### config.mk
export PLATFORM = sky130hd
export DESIGN_NAME = pdm_output_stage
export DESIGN_NICKNAME = d
export VERILOG_FILES = /design/src/rtl/pdm_output_stage.sv
export SDC_FILE = /design/constraint.sdc
export NUM_CORES = 1
export LEC_CHECK = 0
export ABC_AREA = 1
export CELL_PAD_IN_SITES_DETAIL_PLACEMENT = 0
export CELL_PAD_IN_SITES_GLOBAL_PLACEMENT = 2
export CORE_MARGIN = 1
export CORE_UTILIZATION = 38
export DETAILED_ROUTE_END_ITERATION = 6
export GPL_TIMING_DRIVEN = 0
export PLACE_DENSITY = 0.95
export SYNTH_ARGS = -nofsm -noshare
export SYNTH_HDL_FRONTEND = slang
export SYNTH_SLANG_ARGS = --single-unit
### constraint.sdc
create_clock -name clk -period 9.9 [get_ports clk]
set_clock_uncertainty 0.05 [all_clocks]
set_input_delay 0.99 -clock clk [delete_from_list [all_inputs] [get_ports clk]]
set_output_delay 0.99 -clock clk [all_outputs]
set_load 0.03 [all_outputs]
### src/rtl/pdm_output_stage.sv
// Final audio output stage: mute/unmute gain ramp plus first-order sigma-delta PDM modulator.
// Optional LFSR dither on the modulator input is enabled by defining TINY_SYNTH_PDM_DITHER_EN.
module pdm_output_stage #(
  parameter int unsigned DATA_BITS = 12,
  parameter int unsigned GAIN_BITS = 4,
  parameter int unsigned RAMP_DIV  = 4
) (
  input  logic                 clk,
  input  logic                 rst,
  input  logic [DATA_BITS-1:0] din,
  input  logic                 din_valid,
  input  logic                 mute,
  output logic                 pdm_out,
  output logic                 muted,
  output logic                 ramping
);
  localparam int unsigned GW    = GAIN_BITS + 1;
  localparam int unsigned PW    = DATA_BITS + GW + 1;
  localparam int unsigned DIV_W = (RAMP_DIV > 1) ? $clog2(RAMP_DIV) : 1;

  localparam logic [GW-1:0]        GAIN_UNITY   = {1'b1, {GAIN_BITS{1'b0}}};
  localparam logic [GW-1:0]        GAIN_PRE_TOP = GAIN_UNITY - GW'(1);
  localparam logic [DIV_W-1:0]     DIV_LAST     = DIV_W'(RAMP_DIV - 1);
  localparam logic [DATA_BITS-1:0] MIDSCALE     = {1'b1, {(DATA_BITS-1){1'b0}}};

  typedef enum logic [1:0] {
    S_MUTED     = 2'd0,
    S_RAMP_UP   = 2'd1,
    S_ACTIVE    = 2'd2,
    S_RAMP_DOWN = 2'd3
  } state_t;

  state_t               state_q, state_d;
  logic [GW-1:0]        gain_q, gain_d;
  logic [DIV_W-1:0]     div_q, div_d;
  logic                 tick;
  logic                 muted_d, ramping_d;

  logic [DATA_BITS-1:0] hold;
  logic [DATA_BITS-1:0] u_q;
  logic [DATA_BITS-1:0] u_mod;
  logic [DATA_BITS-1:0] acc;
  logic [DATA_BITS:0]   acc_next;

  logic signed [PW-1:0] hold_x, gain_x, product;
  logic [DATA_BITS-1:0] scaled, u;
  logic                 unused_bits;

  // Gain FSM state register
  always_ff @(posedge clk) begin
    if (rst) begin
      state_q <= S_MUTED;
      gain_q  <= '0;
      div_q   <= '0;
      muted   <= 1'b1;
      ramping <= 1'b0;
    end else begin
      state_q <= state_d;
      gain_q  <= gain_d;
      div_q   <= div_d;
      muted   <= muted_d;
      ramping <= ramping_d;
    end
  end

  // Next state; a mute change beats a coincident tick, and ramp ends saturate at 0 / unity
  always_comb begin
    state_d = state_q;
    gain_d  = gain_q;
    div_d   = '0;
    tick    = (div_q == DIV_LAST);
    if (state_q == S_RAMP_UP || state_q == S_RAMP_DOWN)
      div_d = tick ? '0 : div_q + DIV_W'(1);
    case (state_q)
      S_MUTED: begin
        gain_d = '0;
        if (!mute) state_d = S_RAMP_UP;
      end
      S_RAMP_UP: begin
        if (mute) begin
          state_d = S_RAMP_DOWN;
        end else if (tick) begin
          if (gain_q >= GAIN_PRE_TOP) begin
            gain_d  = GAIN_UNITY;
            state_d = S_ACTIVE;
          end else begin
            gain_d = gain_q + GW'(1);
          end
        end
      end
      S_ACTIVE: begin
        gain_d = GAIN_UNITY;
        if (mute) state_d = S_RAMP_DOWN;
      end
      S_RAMP_DOWN: begin
        if (!mute) begin
          state_d = S_RAMP_UP;
        end else if (tick) begin
          if (gain_q <= GW'(1)) begin
            gain_d  = '0;
            state_d = S_MUTED;
          end else begin
            gain_d = gain_q - GW'(1);
          end
        end
      end
      default: begin
        state_d = S_MUTED;
        gain_d  = '0;
      end
    endcase
    muted_d   = (state_d == S_MUTED);
    ramping_d = (state_d == S_RAMP_UP) || (state_d == S_RAMP_DOWN);
  end

  // Signed scale by gain, floor shift, then offset-binary conversion
  assign hold_x      = {{(PW-DATA_BITS){hold[DATA_BITS-1]}}, hold};
  assign gain_x      = {{(PW-GW){1'b0}}, gain_q};
  assign product     = hold_x * gain_x;
  assign scaled      = product[GAIN_BITS +: DATA_BITS];
  assign u           = {~scaled[DATA_BITS-1], scaled[DATA_BITS-2:0]};
  assign unused_bits = ^{product[PW-1:GAIN_BITS+DATA_BITS], product[GAIN_BITS-1:0]};

`ifdef TINY_SYNTH_PDM_DITHER_EN
  logic [15:0] lfsr;

  always_ff @(posedge clk) begin
    if (rst) lfsr <= 16'hACE1;
    else     lfsr <= {lfsr[0] ^ lfsr[2] ^ lfsr[3] ^ lfsr[5], lfsr[15:1]};
  end

  assign u_mod = (&u_q) ? u_q : u_q + DATA_BITS'(lfsr[0]);
`else
  assign u_mod = u_q;
`endif

  assign acc_next = {1'b0, acc} + {1'b0, u_mod};

  // Sample hold, u pipeline register and modulator accumulator
  always_ff @(posedge clk) begin
    if (rst) begin
      hold    <= '0;
      u_q     <= MIDSCALE;
      acc     <= '0;
      pdm_out <= 1'b0;
    end else begin
      if (din_valid) hold <= din;
      u_q     <= u;
      acc     <= acc_next[DATA_BITS-1:0];
      pdm_out <= acc_next[DATA_BITS];
    end
  end

endmodule
Yosys cells after proc, flatten, opt, wreduce, memory -nomap -nowiden. Index checks and enable logic that the tools add are counted.

Output and inout port bits: 3. Input port bits: 16. RAM bits: 0. Word-level logic and storage cells: 50. Register bits after elaboration: 48. Latch bits: 0. Memory bits (read-only): 0. Memories kept: 0.

Multiplexer cells: 16. Equal/unequal tests: 10. Reduce and logical (&&, ||, !) cells: 6. Bitwise operators: 2. $mul: 1. Order comparisons: 2. Shift operators: 0. Divide/modulo/power cells: 0. Add/sub/neg operators: 4.

Operator list (number): $mux W5 (6); $pmux W5 S4 (1); $mul A12 B6 Y16 (1); $mux W2 (8); $add A12 B12 Y13 (1); $eq A2 B2 Y1 const B (4); $ne A2 B2 Y1 const B (4); $pmux W2 S4 (1); $add A5 B1 Y5 const B (1); $ge A5 B4 Y1 const B (1); $le A5 B1 Y1 const B (1); $sub A5 B1 Y5 const B (1); $eq A2 B1 Y1 const B (2); $logic_not A2 Y1 (2); $reduce_and A4 Y1 (1); $reduce_or A3 Y1 (1); $add A2 B1 Y2 const B (1); $logic_or A1 B1 Y1 (2); $not A1 Y1 (2).

Depth between registers and ports, before layout. Gate-level depths: netlist of run 1.

Depth after elaboration: 7. Gate-level depth with buffers: 19. Mapped depth without buffers: 17.

Worst setup path before layout of run 1. No wires, ideal clock.

Path type: reg-to-reg. Start: register gain_q[0]. End: register u_q[11] (netlist: u_mod[11]). Data required time: 9720 ps. Period minus slack after synthesis: 3612 ps. Arrival time: 3432 ps. Library setup time: 130 ps. Path slack: 6288 ps. Cell stages (with the launch flop): 16. Buffers on the path: 1. Cells stage by stage: dfxtp_1 > clkbuf_1 > nand2_1 > inv_1 > fa_1 > inv_1 > fa_1 > fa_1 > inv_1 > ha_1 > nand2_1 > inv_1 > a21boi_0 > nand3_1 > nand2_1 > nand3_1.

Word-level cells in the longest chain between the ends: 2.

Ends and longest elaborated chain: start: declaration (RTL line 34) `logic [GW-1:0] gain_q, gain_d;`; start signal: assignment (RTL line 59) `gain_q <= gain_d;`; $mul A12 B6 Y16 (RTL line 119) `assign product = hold_x * gain_x;`; $not A1 Y1 (RTL line 121) `assign u = {~scaled[DATA_BITS-1], scaled[DATA_BITS-2:0]};`; end signal: assignment (RTL line 148) `u_q <= u;`; end: declaration (RTL line 40) `logic [DATA_BITS-1:0] u_q;`.

Every way passes these cells. A chain may end at the register's enable or synchronous reset.

Worst setup path in the final report of run 1. Ends and elaborated chain as after synthesis.

==> results of run 1 <==
[layout make-up]
type / instances / share of cell area [%]
tap: 143 / 3.57
inverter: 157 / 11.8
clock inverter: 3 / 0.923
timing repair buffer: 17 / 3.39
multi-input combinational: 443 / 57.8
buffer: 15 / 1.32
sequential: 47 / 18.8
clock buffer: 5 / 2.49
[layer usage]
layer	vias to the layer above	part of all wire, %	track usage, %
met5	-	0	0
met4	0	1.9	6.13
met3	14	2.8	2.62
met2	59	46	29.6
met1	1772	49	24.1
li1	2051	-	-
[metrics by stage]
stage	instances	hold WS (ns)	setup slack (ns)	util, %	cell area, um2
global route	830	0.396	5.41	43.8	5020
global placement	822	0.362	5.75	42.3	4850
floorplan	662	0.354	6.29	-	4500
CTS	830	0.382	5.70	43.8	5020
finish	830	0.378	5.75	43.8	5020
detailed placement	822	0.367	5.72	42.3	4850
[worst max-delay path: cells and delay by family, from the launching register on]
family                     cells  cell delay, ns
AOI/OAI and AO/OA              2            0.39
adders and majority gates      4            1.88
DFF                            1            0.54
buffers and inverters          4            0.72
and+or+nand+nor                4            0.43
[sequential cells by signal, indices dropped and copies added (netlist names)]
| name | flops |
|---|---|
| acc | 12 |
| hold | 12 |
| u_mod | 12 |
| gain_q | 5 |
| div_q | 2 |
| muted | 1 |
| pdm_out | 1 |
| ramping | 1 |
| state_q | 1 |
[logic make-up (layout without fill, tap and decap cells)]
group                    Yosys count  count (layout)  share of synthesized area (%)
AO/OA/AOI/OAI                     79              79                           9.93
adder cells (fa/ha/maj)           77              77                           27.3
flip-flops                        47              47                           20.9
buffers and inverters            172             197                           14.6
XOR/XNOR                           7               7                           1.36
AND/OR/NAND/NOR                  280             280                           25.9
[cell usage after synthesis, types with 6 or more instances]
cell type                  instances  area (um2)
sky130_fd_sc_hd__inv_1           155         582
sky130_fd_sc_hd__nand2_1         155         582
sky130_fd_sc_hd__nor2_1           72         270
sky130_fd_sc_hd__dfxtp_1          47         941
sky130_fd_sc_hd__ha_1             42         526
sky130_fd_sc_hd__fa_1             35         701
sky130_fd_sc_hd__a21oi_1          34         170
sky130_fd_sc_hd__nand3_1          33         165
sky130_fd_sc_hd__o21ai_0          25         125
sky130_fd_sc_hd__clkbuf_1         12        45.0
sky130_fd_sc_hd__nand4_1           6        37.5
sky130_fd_sc_hd__o21bai_1          6        45.0
[how the worst max path moves through the flow]
stage                         start   endpoint  slack, ns  depth (start not counted)
after detailed placement  gain_q[0]  u_mod[11]       5.72                         15
after global placement    gain_q[0]  u_mod[11]       5.75                         15
final                     gain_q[0]  u_mod[11]       5.75                         14
after global routing      gain_q[0]  u_mod[11]       5.41                         15
after CTS                 gain_q[0]  u_mod[11]       5.70                         15
after floorplan           gain_q[0]  u_mod[11]       6.29                         15
[power by group through the flow]
| stage | combinational [W] | clock [W] | sequential [W] |
|---|---|---|---|
| after floorplan | 0.000122 | 0 | 0.000225 |
| after global placement | 0.000162 | 0 | 0.000227 |
| after detailed placement | 0.000165 | 0 | 0.000228 |
| after CTS | 0.000166 | 0.000208 | 0.000223 |
| after global routing | 0.000192 | 0.000215 | 0.000225 |
| final | 0.000164 | 0.000200 | 0.000223 |
==> results.yml, run 1 <==
yosys:
  yosys_warnings: 0
  synth-async-reset-ratio_pct: 0
  synth_cell_types: 35
  seq_area_frac_synth_pct: 20.9
  synthesis.area_per_instance_um2: 6.79
  yosys_most_used_dff: "sky130_fd_sc_hd__dfxtp_1"
  synthesis.nets: 755
  synth_enable_flop_cells: 0
  postSynthRegisterBits: 47
  syn_inst: 662
  synth.cell_area_um2: 4500
placement:
  dpl.hpwl_um: 8020
  globalplace.congestion: 0.837
  io_buffers: 17
sta:
  finalHoldViolations: 0
  setup_viol: 0
  slew_headroom_pct: 57.3
  max_freq_mhz: 241
  finalCritPeriodShare_pct: 41.9
  slew_viol_final: 0
  final.min_clock_period_ns: 4.15
  rsz0062_at_grt: "no"
  worstMarginPinSlew_ns: 0.640
  totalNegativeSetupSlack_ns: 0
grt:
  all_layer_global_routing_usage_pct: 18.0
  antenna_found_initial: 0
  maximum_number_of_pins_on_one_net_before_global_route_repair: 17
  first_global_vias: 3915
  first_pass_grt_wire_length_um: 18000
  grt.overflow.total: 0
route:
  drt-initial-drc-count: 169
  drt_pre_antenna_iters: 4
  routed_wire_length_per_instance_um: 11.7
  route.detailed.vias_per_inst: 4.69
  antenna_left: 0
  drcViolationCount: 0
  wire_length_reported_by_the_detailed_router_um: 9690
  detailroute.via_count: 3896
setup_path:
  ff2ff_path_depth: 14
  end_kind: "flop"
  setup.worst_path.class: "flop to flop"
  timing.critical_path.from_type: "flop"
  worstPathCellList: "clkbuf_1 -> nand2_1 -> inv_1 -> fa_1 -> fa_1 -> inv_1 -> fa_1 -> inv_1 -> ha_1 -> a21oi_1 -> a21boi_0 -> nand3_1 -> nand2_1 -> nand3_1"
  cp_max_fo: 10
  cpPeakStageDelay_ns: 0.55
  reg2reg_setup_slack_ns: 5.75
  crit_slowest_cell: "sky130_fd_sc_hd__fa_1"
  r2r-start: "gain_q[0]"
  rr_endpoint: "u_mod[11]"
  critical_path_required_ns: 10.03
  critical_path_arrival_ns: 4.27
worst_hold_path:
  worst_hold_path.num_cells: 1
  timing.hold.worst.start: "div_q[0]"
  min_delay_worst_endpoint: "div_q[0]"
  path_category_of_the_worst_min_delay_check: "flop to flop"
die:
  rows: 39
  core_area_um2: 11500
  initial_core_util_pct: 39.2
  top_level_ports: 19
  die_height_um: 111
  die_area_um2: 12300
  die_width_um: 111
pwr:
  vdd_drop_max_mv: 0.0839
  pwr-share-comb_pct: 27.9
  sequential_fraction_of_design_power_pct: 38.0
  finalPower_w: 0.000587
  cell_internal_pwr_w: 0.000390
  total_switching_power_w: 0.000197
  fraction_of_power_spent_switching_nets_pct: 33.5
  power.static_leakage_nw: 2.92
  power.clock.fraction_pct: 34.1
  powerDensity_nw_per_um2: 117
finish:
  most-common-layout-cells: "155 x sky130_fd_sc_hd__nand2_1, 155 x sky130_fd_sc_hd__inv_1, 72 x sky130_fd_sc_hd__nor2_1"
  multi_input_area_um2: 2900
  ff_latch_area_um2: 941
  fin_nets: 779
  fillers: 1228
  insertedDiodeCount: 0
  drive_gt1_share_pct: 3.49
  synthToLayoutAreaGrowth_pct: 11.6
clock_network:
  clock_sinks: 47
  worstSkewPairLatency_ns: 0.30
  ctsLongestPathBuffers: 2
  post_cts.resized_instances: 0
  post_cts.repair.setup_buffers: 0
  cts_tree: "built"
  cts-root-buf: "sky130_fd_sc_hd__clkbuf_16"
  numCtsBuffers: 5
  clk_slew_on_worst_s_h_paths_ns: 0.07
  clock_tree.htree_level_count: 2
  cts-hold-fix-buffers: 0
run:
  cap_violations: 0
status:
  status: "completed"
(Power assumes the default switching activity.)
==> run 2: changes to the inputs <==
--- a/config.mk
+++ b/config.mk
@@ -9,10 +9,10 @@
 export CELL_PAD_IN_SITES_DETAIL_PLACEMENT = 0
 export CELL_PAD_IN_SITES_GLOBAL_PLACEMENT = 2
 export CORE_MARGIN = 1
-export CORE_UTILIZATION = 38
+export CORE_UTILIZATION = 32
 export DETAILED_ROUTE_END_ITERATION = 6
 export GPL_TIMING_DRIVEN = 0
-export PLACE_DENSITY = 0.95
+export PLACE_DENSITY = 0.86
 export SYNTH_ARGS = -nofsm -noshare
 export SYNTH_HDL_FRONTEND = slang
 export SYNTH_SLANG_ARGS = --single-unit
==> constraint.sdc (replaced) <==
create_clock -name clk -period 3.71 [get_ports clk]
set_clock_uncertainty 0.05 [all_clocks]
set_input_delay 0.371 -clock clk [delete_from_list [all_inputs] [get_ports clk]]
set_output_delay 0.371 -clock clk [all_outputs]
set_load 0.03 [all_outputs]
==> run 2 against run 1 <==
Effect of this change:
- combinational power grew to 2.9 times the previous value
- sequential cell count stayed put
- total power increased to 2.9 times the previous value
- cell count grew 4.1%
- non-clock buffer count rose by 1
- core utilization is 4.6 points lower
- register-to-register slack got worse by 5.6 ns
- die area is 18% higher
- sequential power grew to 2.7 times the previous value
- routed wire length is 4.2% higher
- setup slack worse by 5.6 ns
==> results.yml, run 2 (synthesized netlist as in run 1, its figures left out) <==
placement:
  dpl_cell_area_um2: 4890
  dp_worst_setup_slack_ns: -0.578
  place_inst: 855
  io_buffers: 17
  globalplace.congestion: 0.817
  dpl.hpwl_um: 8290
clock_network:
  cts-root-buf: "sky130_fd_sc_hd__clkbuf_16"
  cts_tree: "built"
  worstSkewPairLatency_ns: 0.30
  clk_slew_on_worst_s_h_paths_ns: 0.07
  clock_tree.htree_level_count: 2
  cts-hold-fix-buffers: 0
  clock_sinks: 47
  numCtsBuffers: 5
  ctsLongestPathBuffers: 2
route:
  route.detailed.vias_per_inst: 4.45
  antenna_left: 0
  detailroute.via_count: 3841
  drcViolationCount: 0
  routed_wire_length_per_instance_um: 11.7
  drt-initial-drc-count: 141
  drt_pre_antenna_iters: 4
  wire_length_reported_by_the_detailed_router_um: 10100
sta:
  max_freq_mhz: 283
  setup_viol: 0
  finalCritPeriodShare_pct: 95.2
  final.min_clock_period_ns: 3.53
  slew_headroom_pct: 60.5
  slew_viol_final: 0
  finalHoldViolations: 0
  worstMarginPinSlew_ns: 0.593
  rsz0062_at_grt: "yes"
  final_critical_path_setup_slack_ns: 0.177
  whs_ns: 0.382
die:
  rows: 42
  die_width_um: 121
  initial_core_util_pct: 33.4
  top_level_ports: 19
  die_area_um2: 14500
  core_area_um2: 13500
  die_height_um: 121
finish:
  fin_nets: 780
  post-route-cell-area_um2: 5260
  post_layout_nonfiller_instances: 864
  drive_gt1_share_pct: 7.70
  mostFrequentLayoutCell: "sky130_fd_sc_hd__nand2_1"
  insertedDiodeCount: 0
  synthToLayoutAreaGrowth_pct: 17.1
  fillers: 1461
  most-common-layout-cells: "154 x sky130_fd_sc_hd__nand2_1, 153 x sky130_fd_sc_hd__inv_1, 69 x sky130_fd_sc_hd__nor2_1"
worst_hold_path:
  min_delay_worst_endpoint: "div_q[0]"
  worst_hold_path.num_cells: 1
  timing.hold.worst.start: "div_q[0]"
  path_category_of_the_worst_min_delay_check: "flop to flop"
grt:
  first_pass_grt_wire_length_um: 18100
  maximum_number_of_pins_on_one_net_before_global_route_repair: 20
  grt.overflow.total: 0
  antenna_found_initial: 0
  first_global_vias: 3926
  all_layer_global_routing_usage_pct: 15.6
setup_path:
  critical_path_required_ns: 3.86
  timing.critical_path.from_type: "flop"
  ff2ff_path_depth: 14
  rr_endpoint: "u_mod[10]"
  r2r-start: "gain_q[0]"
  reg2reg_setup_slack_ns: 0.18
  end_kind: "flop"
  setup.worst_path.class: "flop to flop"
  cp_max_fo: 10
  critical_path_arrival_ns: 3.68
pwr:
  finalPower_w: 0.00168
  vdd_drop_max_mv: 0.228
  powerDensity_nw_per_um2: 320
  power.static_leakage_nw: 2.95
run:
  cap_violations: 0
status:
  status: "completed"
==> run 2: worst max path at each step <==
stage          cells past startpoint        end  slack [ns]       from
2_1_floorplan                     15  u_mod[11]         0.1  gain_q[0]
3_3_place_gp                      15  u_mod[11]       -0.51  gain_q[0]
3_5_place_dp                      15  u_mod[11]       -0.58  gain_q[0]
4_1_cts                           16  u_mod[11]       0.009  gain_q[0]
5_1_grt                           16  u_mod[11]       -0.02  gain_q[0]
6_report                          14  u_mod[10]        0.18  gain_q[0]
==> run 2: layout make-up <==
| cell class | instances | area, um2 | area share, % |
|---|---|---|---|
| multi-input cells | 443 | 3020 | 57.4 |
| flip-flops and latches | 47 | 948 | 18.0 |
| well taps | 176 | 220 | 4.18 |
| plain buffers | 12 | 87.6 | 1.66 |
| repair buffers | 21 | 200 | 3.80 |
| inverters | 157 | 592 | 11.2 |
| clock inverters | 3 | 71.3 | 1.35 |
| clock buffers | 5 | 125 | 2.38 |
==> run 2: timing repair <==
item	in CTS	in global routing
pin swaps	1	4
buffers inserted	0	4
endpoints found under the setup margin	10	9
resized for setup	12	29
cloned	0	0
==> run 2: stage by stage <==
step,utilization [%],setup TNS (ns)
2_1_floorplan,-,0
3_3_place_gp,36.3,-3.39
3_5_place_dp,36.3,-3.67
4_1_cts,37.9,0
5_1_grt,39.1,-0.0160
6_report,39.1,0
==> run 2: report_power, final <==
group	switching [W]	total (W)	leakage (nW)	internal, W
clock network	0.000222	0.000614	0.0959	0.000391
logic	0.000286	0.000476	2.46	0.000190
registers	0.0000386	0.000594	0.387	0.000555
==> run 2: metal layers <==
metal	global-route usage (%)	routed length, um
met2	26.9	4650
met5	0	0
met4	4.17	104
met1	20.4	5100
met3	1.98	239
==> run 2: worst max-delay path: stages (launching register included) <==
cell,delay (ns)
sky130_fd_sc_hd__dfxtp_4,0.36
sky130_fd_sc_hd__clkbuf_8,0.17
sky130_fd_sc_hd__nand2_1,0.12
sky130_fd_sc_hd__inv_2,0.07
sky130_fd_sc_hd__fa_2,0.58
sky130_fd_sc_hd__inv_1,0.06
sky130_fd_sc_hd__fa_1,0.50
sky130_fd_sc_hd__fa_1,0.55
sky130_fd_sc_hd__inv_1,0.07
sky130_fd_sc_hd__ha_4,0.30
sky130_fd_sc_hd__nand2_1,0.06
sky130_fd_sc_hd__nor2_1,0.18
sky130_fd_sc_hd__nand3_1,0.15
sky130_fd_sc_hd__a21oi_1,0.16
sky130_fd_sc_hd__nor2_1,0.06
==> run 3: changes to the inputs <==
--- a/config.mk
+++ b/config.mk
@@ -5,14 +5,15 @@
 export SDC_FILE = /design/constraint.sdc
 export NUM_CORES = 1
 export LEC_CHECK = 0
-export ABC_AREA = 1
+export ABC_AREA = 0
 export CELL_PAD_IN_SITES_DETAIL_PLACEMENT = 0
 export CELL_PAD_IN_SITES_GLOBAL_PLACEMENT = 2
 export CORE_MARGIN = 1
-export CORE_UTILIZATION = 32
+export CORE_UTILIZATION = 36
+export CTS_BUF_LIST = sky130_fd_sc_hd__clkbuf_4 sky130_fd_sc_hd__clkbuf_8
 export DETAILED_ROUTE_END_ITERATION = 6
 export GPL_TIMING_DRIVEN = 0
-export PLACE_DENSITY = 0.86
+export PLACE_DENSITY = 0.87
 export SYNTH_ARGS = -nofsm -noshare
 export SYNTH_HDL_FRONTEND = slang
 export SYNTH_SLANG_ARGS = --single-unit
==> run 3 against run 2 <==
Effect of this change:
- count of clock-buffer cells in the layout is 1 higher
- first-iteration DRC count decreased by 2.1%
- fmax is 1.4% lower
- largest power group is now sequential cells
- highest routed layer unchanged
- critical endpoint unchanged
==> results.yml, run 3 <==
route:
  antenna_left: 0
  drt-initial-drc-count: 138
  route.detailed.vias_per_inst: 4.83
  wire_length_reported_by_the_detailed_router_um: 8850
  detailroute.via_count: 3157
  routed_wire_length_per_instance_um: 13.6
  drcViolationCount: 0
  routedLengthMet1_um: 4380
  drt_pre_antenna_iters: 4
  maxUsedRoutingLayer: "met4"
  met2_length_um: 4260
  wl_met3_um: 152
clock_network:
  worstSkewPairLatency_ns: 0.30
  clock_sinks: 47
  numCtsBuffers: 5
  cts_tree: "built"
  clk_slew_on_worst_s_h_paths_ns: 0.09
  cts-root-buf: "sky130_fd_sc_hd__clkbuf_8"
  cts-hold-fix-buffers: 0
  ctsLongestPathBuffers: 2
  clock_tree.htree_level_count: 2
finish:
  synthToLayoutAreaGrowth_pct: 19.1
  mostFrequentLayoutCell: "sky130_fd_sc_hd__inv_1"
  fillers: 1116
  fin_nets: 602
  insertedDiodeCount: 0
  drive_gt1_share_pct: 15.7
  multi_input_area_um2: 3150
  ff_latch_area_um2: 950
  most-common-layout-cells: "58 x sky130_fd_sc_hd__inv_1, 44 x sky130_fd_sc_hd__and2_1, 44 x sky130_fd_sc_hd__dfxtp_1"
setup_path:
  end_kind: "flop"
  critical_path_arrival_ns: 3.71
  r2r-start: "gain_q[0]"
  critical_path_required_ns: 3.83
  startpoint: "gain_q[0]"
  timing.critical_path.from_type: "flop"
  cp_max_fo: 10
  setup.worst_path.class: "flop to flop"
pwr:
  powerDensity_nw_per_um2: 243
  power.static_leakage_nw: 2.21
  finalPower_w: 0.00122
  vdd_drop_max_mv: 0.143
sta:
  totalNegativeSetupSlack_ns: 0
  finalHoldViolations: 0
  slew_viol_final: 0
  final.min_clock_period_ns: 3.58
  slew_headroom_pct: 52.9
  max_freq_mhz: 279
  whs_ns: 0.379
  rsz0062_at_grt: "yes"
  finalCritPeriodShare_pct: 96.6
  setup_viol: 0
  worstMarginPinSlew_ns: 0.706
grt:
  first_global_vias: 3108
  antenna_found_initial: 0
  first_pass_grt_wire_length_um: 14900
  grt.overflow.total: 0
  all_layer_global_routing_usage_pct: 15.8
  maximum_number_of_pins_on_one_net_before_global_route_repair: 20
yosys:
  yosys_most_used_dff: "sky130_fd_sc_hd__dfxtp_1"
  yosys_warnings: 0
  synth_cell_types: 57
  synth_top_area_share_pct: 22.4
  synth.cell_area_um2: 4200
  synthDominantAreaCellType: "sky130_fd_sc_hd__dfxtp_1"
  synthesis.nets: 569
  synth_enable_flop_cells: 0
  syn_inst: 476
  synth_commonest_cells: "63 x sky130_fd_sc_hd__inv_1, 47 x sky130_fd_sc_hd__and2_1, 47 x sky130_fd_sc_hd__dfxtp_1, 42 x sky130_fd_sc_hd__ha_1, 42 x sky130_fd_sc_hd__nor2_1"
  post-synth-top-count-cell: "sky130_fd_sc_hd__inv_1"
  synthesis.area_per_instance_um2: 8.82
  postSynthRegisterBits: 47
  seq_area_frac_synth_pct: 22.4
  synth-async-reset-ratio_pct: 0
  synth_area_leaders: "sky130_fd_sc_hd__dfxtp_1 22%, sky130_fd_sc_hd__fa_1 17%, sky130_fd_sc_hd__ha_1 13%"
die:
  core_area_um2: 11400
  rows: 39
  die_width_um: 110
  top_level_ports: 19
  die_area_um2: 12100
  initial_core_util_pct: 36.9
  die_height_um: 110
placement:
  globalplace.congestion: 0.804
  dpl.hpwl_um: 6770
  io_buffers: 17
worst_hold_path:
  path_category_of_the_worst_min_delay_check: "input port to flop"
  timing.hold.worst.start: "rst"
run:
  cap_violations: 0
status:
  status: "completed"
-- run 3: cell types whose count changed after synthesis, sizes merged, moves of 5 or more --
cell / before / now
nor3: 3 / 15
and2: 0 / 50
nor2b: 0 / 6
xnor2: 2 / 15
nor2: 73 / 42
a21oi: 35 / 17
mux2i: 0 / 12
o21ai: 26 / 14
nand2: 160 / 26
a211oi: 0 / 7
nand4: 6 / 1
nand3: 33 / 2
inv: 157 / 63
-- run 3: kinds of logic after synthesis --
family / Yosys count / synth area share [%]
flops: 47 / 22.4
fa+ha+maj: 77 / 29.2
buf+inv: 80 / 8.19
compound gates: 76 / 12.3
simple gates: 160 / 20.0
mux: 14 / 3.40
xor+xnor: 22 / 4.59
-- run 3: final cells by class --
type / count / share of cell area, %
Timing Repair Buffer: 29 / 5.35
Inverter: 63 / 4.73
Multi-Input combinational cell: 349 / 62.9
Clock inverter: 2 / 0.275
Sequential cell: 47 / 19.0
Buffer: 14 / 2.58
Tap cell: 143 / 3.58
Clock buffer: 6 / 1.65
-- run 3: routing by layer --
layer	vias up	global-route usage, %
met4	0	2.57
met3	4	2.29
met5	-	0
met2	28	26.8
met1	1489	21.6
li1	1636	-
-- run 3: path summary, 6_finish.rpt --
path | endpoint | slack, ns | depth (start not counted)
worst max-delay path | u_mod[10] | 0.13 | 14
worst min-delay path | gain_q[1] | 0.38 | 3
worst max register to register | u_mod[10] | 0.13 | 14
worst min register to register | div_q[0] | 0.39 | 1
-- run 3: worst max-delay path, stage by stage, from the launching register on --
cell and delay, ns:
sky130_fd_sc_hd__dfxtp_4 0.38, sky130_fd_sc_hd__buf_6 0.14, sky130_fd_sc_hd__and2_1 0.17, sky130_fd_sc_hd__fa_1 0.55, sky130_fd_sc_hd__inv_2 0.04, sky130_fd_sc_hd__fa_1 0.45
sky130_fd_sc_hd__fa_1 0.53, sky130_fd_sc_hd__inv_2 0.05, sky130_fd_sc_hd__ha_4 0.29, sky130_fd_sc_hd__nand4_1 0.09, sky130_fd_sc_hd__o21ai_2 0.22, sky130_fd_sc_hd__a31oi_4 0.15
sky130_fd_sc_hd__a22oi_2 0.16, sky130_fd_sc_hd__xnor2_1 0.14, sky130_fd_sc_hd__nor2_1 0.05
-- run 3: through the flow --
| stage | setup WS, ns | instances | instance area (um2) | util, % |
|---|---|---|---|---|
| final | 0.126 | 653 | 5000 | 44.0 |
| after global routing | -0.0317 | 653 | 5000 | 44.0 |
| after CTS | 0.000655 | 650 | 4880 | 42.9 |
| after detailed placement | -0.550 | 636 | 4560 | 40.1 |
| after global placement | -0.519 | 636 | 4560 | 40.1 |
| after floorplan | -0.00870 | 476 | 4210 | - |
-- run 3: timing repair --
item                                    CTS  global route
cloned                                    0             1
pin swaps                                12            27
endpoints found under the setup margin   10             8
resized for setup                        36            30
setup buffers                             8             3
-- run 3: power by group --
group | switching [W] | internal, W
Clock | 0.000185 | 0.000153
Combinational | 0.000170 | 0.000144
Sequential | 0.0000249 | 0.000539
Total | 0.000381 | 0.000836
